===== src/rtl/serial_link_pkg.sv =====
`default_nettype none
// ============================================================================
// Module      : serial_link_pkg
// Description : Definitions shared by the serial word link. The transmitting
//               data_program side and serial_word_receiver both use them:
//               frame width, watchdog limit and receiver state encoding.
// Revision    : 1.0 - initial release
// ============================================================================
package serial_link_pkg;

  // One data bit per DE2 slide switch.
  localparam int WORD_WIDTH_DEFAULT     = 18;

  // Depth of each clock-domain-crossing synchronizer.
  localparam int SYNC_STAGES_DEFAULT    = 2;

  // System clocks allowed between serial clock rising edges within a frame.
  localparam int TIMEOUT_CYCLES_DEFAULT = 64;

  // Receiver frame states.
  typedef enum logic [1:0] {
    ST_IDLE     = 2'd0,
    ST_RECEIVE  = 2'd1,
    ST_WAIT_END = 2'd2,
    ST_DISCARD  = 2'd3
  } rx_state_e;

endpackage : serial_link_pkg
`default_nettype wire


===== src/rtl/input_synchronizer.sv =====
`default_nettype none
// ============================================================================
// Module      : input_synchronizer
// Description : Single-bit flip-flop chain that brings an asynchronous input
//               into the system clock domain. Every instance has the same
//               depth, so signals that arrive together stay aligned.
// Revision    : 1.0 - initial release
// ============================================================================
module input_synchronizer #(
  parameter int SYNC_STAGES = 2
) (
  input  logic clk,
  input  logic rst_n,
  input  logic i_async,
  output logic o_sync
);

  logic [SYNC_STAGES-1:0] stages_q;
  logic [SYNC_STAGES-1:0] stages_d;

  // Next value of the chain: new sample enters stage 0, others shift up.
  generate
    if (SYNC_STAGES == 1) begin : g_single
      always_comb begin
        stages_d = i_async;
      end
    end else begin : g_chain
      always_comb begin
        stages_d = {stages_q[SYNC_STAGES-2:0], i_async};
      end
    end
  endgenerate

  // Synchronizer flops, cleared asynchronously.
  always_ff @(posedge clk or negedge rst_n) begin
    if (!rst_n) begin
      stages_q <= '0;
    end else begin
      stages_q <= stages_d;
    end
  end

  assign o_sync = stages_q[SYNC_STAGES-1];

endmodule : input_synchronizer
`default_nettype wire


===== src/rtl/serial_word_receiver.sv =====
`default_nettype none
// ============================================================================
// Module      : serial_word_receiver
// Description : Receives a framed, MSB-first serial word sent with its own
//               bit clock from another board. The flag input frames each
//               word. A good frame updates received_word with a word_valid
//               pulse. Short, aborted or stalled frames pulse frame_error.
//               Extra bits in a good frame set the sticky overrun flag.
//               WORD_WIDTH must be at least 2.
// Revision    : 1.0 - initial release
// ============================================================================
module serial_word_receiver
  import serial_link_pkg::*;
#(
  parameter int WORD_WIDTH     = WORD_WIDTH_DEFAULT,
  parameter int SYNC_STAGES    = SYNC_STAGES_DEFAULT,
  parameter int TIMEOUT_CYCLES = TIMEOUT_CYCLES_DEFAULT
) (
  input  logic                  FiftyMHz_int_ref_clock,
  input  logic                  reset_n,
  input  logic                  TenMHz_input_clock,
  input  logic                  data,
  input  logic                  flag,
  output logic [WORD_WIDTH-1:0] received_word,
  output logic                  word_valid,
  output logic                  frame_error,
  output logic                  overrun,
  output logic                  busy
);

  localparam int c_cnt_w    = $clog2(WORD_WIDTH + 1);
  localparam int c_wd_w     = $clog2(TIMEOUT_CYCLES + 1);
  localparam int c_settle_w = $clog2(SYNC_STAGES + 1);

  localparam logic [c_cnt_w-1:0]    c_cnt_full    = c_cnt_w'(WORD_WIDTH);
  localparam logic [c_wd_w-1:0]     c_wd_last     = c_wd_w'(TIMEOUT_CYCLES - 1);
  localparam logic [c_settle_w-1:0] c_settle_done = c_settle_w'(SYNC_STAGES);

  // --------------------------------------------------------------------------
  // Input synchronizers. All three have the same depth, so a data bit reaches
  // the FSM in the same cycle as the clock edge that qualified it.
  // --------------------------------------------------------------------------
  logic w_sclk_sync;
  logic w_data_sync;
  logic w_flag_sync;

  input_synchronizer #(.SYNC_STAGES(SYNC_STAGES)) u_sync_sclk (
    .clk     (FiftyMHz_int_ref_clock),
    .rst_n   (reset_n),
    .i_async (TenMHz_input_clock),
    .o_sync  (w_sclk_sync)
  );

  input_synchronizer #(.SYNC_STAGES(SYNC_STAGES)) u_sync_data (
    .clk     (FiftyMHz_int_ref_clock),
    .rst_n   (reset_n),
    .i_async (data),
    .o_sync  (w_data_sync)
  );

  input_synchronizer #(.SYNC_STAGES(SYNC_STAGES)) u_sync_flag (
    .clk     (FiftyMHz_int_ref_clock),
    .rst_n   (reset_n),
    .i_async (flag),
    .o_sync  (w_flag_sync)
  );

  // --------------------------------------------------------------------------
  // Registers
  // --------------------------------------------------------------------------
  rx_state_e               state_q,     state_d;
  logic [c_cnt_w-1:0]      cnt_q,       cnt_d;
  logic [WORD_WIDTH-1:0]   shift_q,     shift_d;
  logic [c_wd_w-1:0]       wd_q,        wd_d;
  logic [WORD_WIDTH-1:0]   word_q,      word_d;
  logic                    valid_q,     valid_d;
  logic                    ferr_q,      ferr_d;
  logic                    ovr_q,       ovr_d;
  logic                    sclk_prev_q, sclk_prev_d;
  logic [c_settle_w-1:0]   settle_q,    settle_d;
  logic                    armed_q,     armed_d;

  logic                    w_edge;
  logic                    w_settled;
  logic [c_cnt_w-1:0]      w_cnt_next;
  logic [WORD_WIDTH-1:0]   w_shift_next;

  // Rising edge of the synchronized serial clock.
  always_comb begin
    sclk_prev_d = w_sclk_sync;
    w_edge      = w_sclk_sync & ~sclk_prev_q;
  end

  // Startup settle counter. The synchronizers hold 0 after reset until they
  // have been refilled, so the flag level is not trusted until then.
  always_comb begin
    w_settled = (settle_q == c_settle_done);
    settle_d  = w_settled ? settle_q : settle_q + c_settle_w'(1);
  end

  // Frame FSM: next state, datapath updates and output pulses.
  always_comb begin
    state_d      = state_q;
    cnt_d        = cnt_q;
    shift_d      = shift_q;
    wd_d         = wd_q;
    word_d       = word_q;
    valid_d      = 1'b0;
    ferr_d       = 1'b0;
    ovr_d        = ovr_q;
    armed_d      = armed_q;
    w_cnt_next   = cnt_q;
    w_shift_next = shift_q;

    case (state_q)
      ST_IDLE: begin
        wd_d = '0;
        if (w_settled) begin
          if (!w_flag_sync) begin
            // Flag seen low after reset: the next rise is a whole frame.
            armed_d = 1'b1;
          end else if (armed_q) begin
            cnt_d   = '0;
            shift_d = '0;
            ovr_d   = 1'b0;
            state_d = ST_RECEIVE;
          end else begin
            // Flag already high when reset released: frame was cut short.
            state_d = ST_DISCARD;
          end
        end
      end

      ST_RECEIVE: begin
        wd_d = wd_q + c_wd_w'(1);
        if (w_edge) begin
          w_shift_next = {shift_q[WORD_WIDTH-2:0], w_data_sync};
          w_cnt_next   = (cnt_q == c_cnt_full) ? cnt_q : cnt_q + c_cnt_w'(1);
          wd_d         = '0;
        end
        cnt_d   = w_cnt_next;
        shift_d = w_shift_next;
        // The edge in this cycle is already counted before flag is judged.
        if (!w_flag_sync) begin
          wd_d    = '0;
          state_d = ST_IDLE;
          if (w_cnt_next == c_cnt_full) begin
            word_d  = w_shift_next;
            valid_d = 1'b1;
          end else begin
            ferr_d  = 1'b1;
          end
        end else if (w_cnt_next == c_cnt_full) begin
          wd_d    = '0;
          state_d = ST_WAIT_END;
        end else if (!w_edge && (wd_q == c_wd_last)) begin
          wd_d    = '0;
          ferr_d  = 1'b1;
          state_d = ST_DISCARD;
        end
      end

      ST_WAIT_END: begin
        wd_d = wd_q + c_wd_w'(1);
        if (w_edge) begin
          // Word is complete; extra bits are flagged but not shifted in.
          ovr_d = 1'b1;
          wd_d  = '0;
        end
        if (!w_flag_sync) begin
          wd_d    = '0;
          word_d  = shift_q;
          valid_d = 1'b1;
          state_d = ST_IDLE;
        end else if (!w_edge && (wd_q == c_wd_last)) begin
          wd_d    = '0;
          ferr_d  = 1'b1;
          state_d = ST_DISCARD;
        end
      end

      ST_DISCARD: begin
        wd_d = '0;
        if (!w_flag_sync) begin
          state_d = ST_IDLE;
        end
      end

      default: begin
        wd_d    = '0;
        state_d = ST_IDLE;
      end
    endcase
  end

  // State and datapath registers, cleared asynchronously.
  always_ff @(posedge FiftyMHz_int_ref_clock or negedge reset_n) begin
    if (!reset_n) begin
      state_q     <= ST_IDLE;
      cnt_q       <= '0;
      shift_q     <= '0;
      wd_q        <= '0;
      word_q      <= '0;
      valid_q     <= 1'b0;
      ferr_q      <= 1'b0;
      ovr_q       <= 1'b0;
      sclk_prev_q <= 1'b0;
      settle_q    <= '0;
      armed_q     <= 1'b0;
    end else begin
      state_q     <= state_d;
      cnt_q       <= cnt_d;
      shift_q     <= shift_d;
      wd_q        <= wd_d;
      word_q      <= word_d;
      valid_q     <= valid_d;
      ferr_q      <= ferr_d;
      ovr_q       <= ovr_d;
      sclk_prev_q <= sclk_prev_d;
      settle_q    <= settle_d;
      armed_q     <= armed_d;
    end
  end

  assign received_word = word_q;
  assign word_valid    = valid_q;
  assign frame_error   = ferr_q;
  assign overrun       = ovr_q;
  assign busy          = (state_q != ST_IDLE);

endmodule : serial_word_receiver
`default_nettype wire

===== config.mk =====
export PLATFORM = sky130hd
export DESIGN_NAME = serial_word_receiver
export DESIGN_NICKNAME = d
export VERILOG_FILES = /design/src/rtl/serial_link_pkg.sv /design/src/rtl/input_synchronizer.sv /design/src/rtl/serial_word_receiver.sv
export SDC_FILE = /design/constraint.sdc
export NUM_CORES = 1
export LEC_CHECK = 0
export ABC_CLOCK_PERIOD_IN_PS = 3100
export CAP_MARGIN = 5
export CORE_MARGIN = 4
export CORE_UTILIZATION = 40
export CTS_CLUSTER_SIZE = 24
export DETAILED_ROUTE_END_ITERATION = 16
export GPL_ROUTABILITY_DRIVEN = 1
export PLACE_DENSITY = 0.55
export RECOVER_POWER = 50
export SYNTH_ARGS = -nofsm -noshare
export SYNTH_HDL_FRONTEND = slang
export SYNTH_SLANG_ARGS = --single-unit

===== constraint.sdc =====
create_clock -name FiftyMHz_int_ref_clock -period 3.1 [get_ports FiftyMHz_int_ref_clock]
set_input_delay 0.31 -clock FiftyMHz_int_ref_clock [delete_from_list [all_inputs] [get_ports FiftyMHz_int_ref_clock]]
set_output_delay 0.31 -clock FiftyMHz_int_ref_clock [all_outputs]
set_load 0.1 [all_outputs]

==> key figures <==
Yosys
  – Number of synthesis warnings: 0
  – Mapped Cells: 239
  – Area leader, netlist: dfrtp_1
  – Synth Net Count: 252
  – Post-Synth Simple-Gate Area: 9.11%
  – Fraction of registers with async set/reset: 100%
  – Mux contribution to synthesized area: 13.9%
  – Most used DFF post-synth: dfrtp_1
  – Synth Area in Compound Gates: 14.7%
  – Mapped Area: 2920 µm²
  – Post-synth top area share: 53.9%
  – Adder-Cell Fraction of Synth Area: 3.42%
  – Sequential-to-total area share from yosys stat: 53.9%
  – Synth top area cells: dfrtp_1 54%, mux2_2 10%, a22o_1 5.4%, mux2_1 3.9%, ha_1 3.4%
  – Post-synth cell types: 44
  – Synth Area per Inst: 12.2 µm²
  – Count leader, synth: dfrtp_1
  – Post-synthesis xor/xnor area fraction: 1.80%
  – Synth cell count leaders: 63 x dfrtp_1, 26 x mux2_2, 18 x a22o_1, 14 x nand2_1, 10 x mux2_1
  – Post-synth EDFFs: 0
  – Largest family of logic cells by synthesized area: compound AO/OA/AOI/OAI gates
  – FF+latch count, synth: 63

Die
  – Top Ports: 27
  – Core region area: 6940 µm²
  – Area of the die: 8740 µm²
  – Die H: 93.5 µm
  – Die X: 93.5 µm
  – Starting density of the core: 42.1%
  – Rows: 30

Timing
  – Slew Viols, Final: 37
  – RSZ-0062 raised after global routing: false
  – Period utilization: 77.4%
  – F_max: 417 MHz
  – Worst Max-Slew Pin Slew: 1940 ps
  – Final Hold Vio Count: 0
  – Minimum clock period after layout: 2400 ps
  – Setup-failing EPs final: 0
  – Setup_tns: 0 ps
  – Final Skew: 5.12 ps
  – Relative slew slack: -29.1%

CTS
  – Clock sink count: 63
  – Worst skew pair latency: 330 ps
  – Clk root buf: clkbuf_8
  – Clock transition at path regs: 70 ps
  – TritonCTS Buffers: 9
  – Post-CTS setup buffers: 0
  – Hold buffer count at CTS: 0
  – Cts repair resizes: 0
  – CTS tree: built
  – H-tree depth: 3
  – CTS max path bufs: 2

Run status
  – Failing checks: capacitance limit, slew limit
  – Outcome: finished, violations left

Power and ir drop
  – Int Pwr: 1.42 mW
  – Net Switching: 917 µW
  – Power Dens Cells: 679 nW/µm²
  – Sequential fraction of design power: 40.0%
  – Combinational power share: 34.2%
  – Clk pwr share: 25.7%
  – Leakage: 1.63 nW
  – Switching Share: 39.2%
  – VDD IR max: 0.000587 V

Drt
  – Initial drt markers: 68
  – Vias/cell: 5.26
  – DR WL/cell: 14.5 µm
  – DRT Wirelength: 5380 µm
  – DRT Pass-1 Iters: 4
  – Antenna Nets Post-Route: 0
  – # DRC: 0
  – Via count: 1947

Cells and area
  – Synth-to-layout area growth: 17.8%
  – Share of cells above drive strength 1: 19.0%
  – Post-route cell area: 3440 µm²
  – Nets: 283
  – Fillers: 629
  – Fin util: 49.6%
  – Antenna cells: 0

Min path
  – Hold endpoint: u_sync_flag.stages_q[1]
  – Hold depth: 0
  – Worst Hold Class: reg -> reg
  – Hold path start: u_sync_flag.stages_q[0]

Worst setup path
  – CP required: 3320 ps
  – Reg2reg setup slack: 700 ps
  – R2R Path Start: cnt_q[0]
  – Type of origin of the critical path: register
  – Max Fanout on Critical Path: 18
  – RR Endpoint: received_word[1]
  – Setup crit end kind: register
  – Critical Path AT: 2620 ps
  – Worst reg-to-reg path cell count: 8
  – Worst Setup SP: cnt_q[0]
  – Crit Path Class: reg -> reg

Global route
  – Initial antenna violation count: 0
  – Vias in the first global route: 1943
  – Largest net degree at the start of global routing: 37
  – Total GRT Usage: 14.0%
  – GRT Residual Overflow: 0
  – First-pass GRT wire length: 9510 µm

Placed design
  – Cell Area, Placed: 3290 µm²
  – Gpl congestion: 0.747
  – I/O Buffers: 26
  – Hpwl dp: 3480 µm

Run
  – Max_cap viols: 1
## state kept, by name, indices dropped and copies added, names as in the netlist, 2 cells and up
register	count
u_sync_flag.stages_q	2
state_q	2
received_word	18
u_sync_data.stages_q	2
shift_q	18
u_sync_sclk.stages_q	2
settle_q	2
wd_q	7
cnt_q	5
## cell usage in the layout, fill, tap and decap left out, types with 3 or more instances in the layout
master / netlist / layout
o31ai_1: 3 / 3
clkinv_2: 0 / 3
a21oi_1: 7 / 7
dlygate4sd3_1: 0 / 3
buf_4: 1 / 6
nand2_1: 14 / 14
clkdlybuf4s50_1: 0 / 21
ha_1: 8 / 8
mux2_2: 26 / 26
clkbuf_8: 0 / 10
o21ai_0: 8 / 8
o211ai_1: 3 / 3
inv_1: 9 / 9
xnor2_1: 3 / 3
nor3_1: 8 / 8
mux2_1: 10 / 10
a22o_1: 18 / 18
xor2_1: 3 / 3
nand3_1: 8 / 8
dfrtp_1: 63 / 63
nor2_1: 6 / 6
## final cells by class
class | count | area, µm² | share of cell area [%]
Clock buffer | 11 | 141 | 4.11
Inverter | 9 | 33.8 | 0.981
Tap cell | 96 | 120 | 3.49
Sequential cell | 63 | 1580 | 45.8
Timing Repair Buffer | 32 | 294 | 8.54
Multi-Input combinational cell | 155 | 1250 | 36.4
Clock inverter | 4 | 22.5 | 0.654
## power by group through the flow
| stage | clock network, mW | logic (mW) | registers [mW] |
|---|---|---|---|
| after detailed placement | 0 | 0.803 | 0.950 |
| final | 0.601 | 0.800 | 0.936 |
| after global routing | 0.665 | 0.879 | 0.948 |
| after global placement | 0 | 0.807 | 0.949 |
| after CTS | 0.634 | 0.805 | 0.935 |
| after floorplan | 0 | 0.477 | 1.08 |
## per-stage QoR
stage          hold WS (ps)  power, mW  cells  setup slack [ps]
2_1_floorplan          14.4       1.55    239               742
3_3_place_gp            333       1.76    354               650
3_5_place_dp            339       1.75    354               601
4_1_cts                 103       2.37    369               575
5_1_grt                 360       2.49    370               532
6_report                353       2.34    370               701
## worst max path at each step
stage                              to  depth (start not counted)
floorplan           received_word[10]                          7
global placement          shift_q[11]                          6
detailed placement         shift_q[4]                          6
CTS                       shift_q[16]                          6
global route         received_word[3]                          8
finish               received_word[1]                          8
## routing by layer
metal	track usage, %	vias to the layer above	share of wire (%)
li1	-	941	-
met1	19.1	971	50
met2	20.4	29	44
met3	4.51	6	3.8
met4	5.86	0	1.4
met5	0	-	0
## cells by family after synthesis
kind of cell,Yosys count
compound gates,55
xor+xnor,6
fa+ha+maj,8
buf+inv,21
flops,63
mux,36
simple gates,50
## critical path: stages (launching register included)
cell and delay, ps:
dfrtp_1 450, inv_1 100, ha_1 160, nand3b_1 170, a211oi_2 250, o22ai_1 230, o41ai_4 250, buf_4 310
mux2_2 370
(Power assumes the default switching activity.)
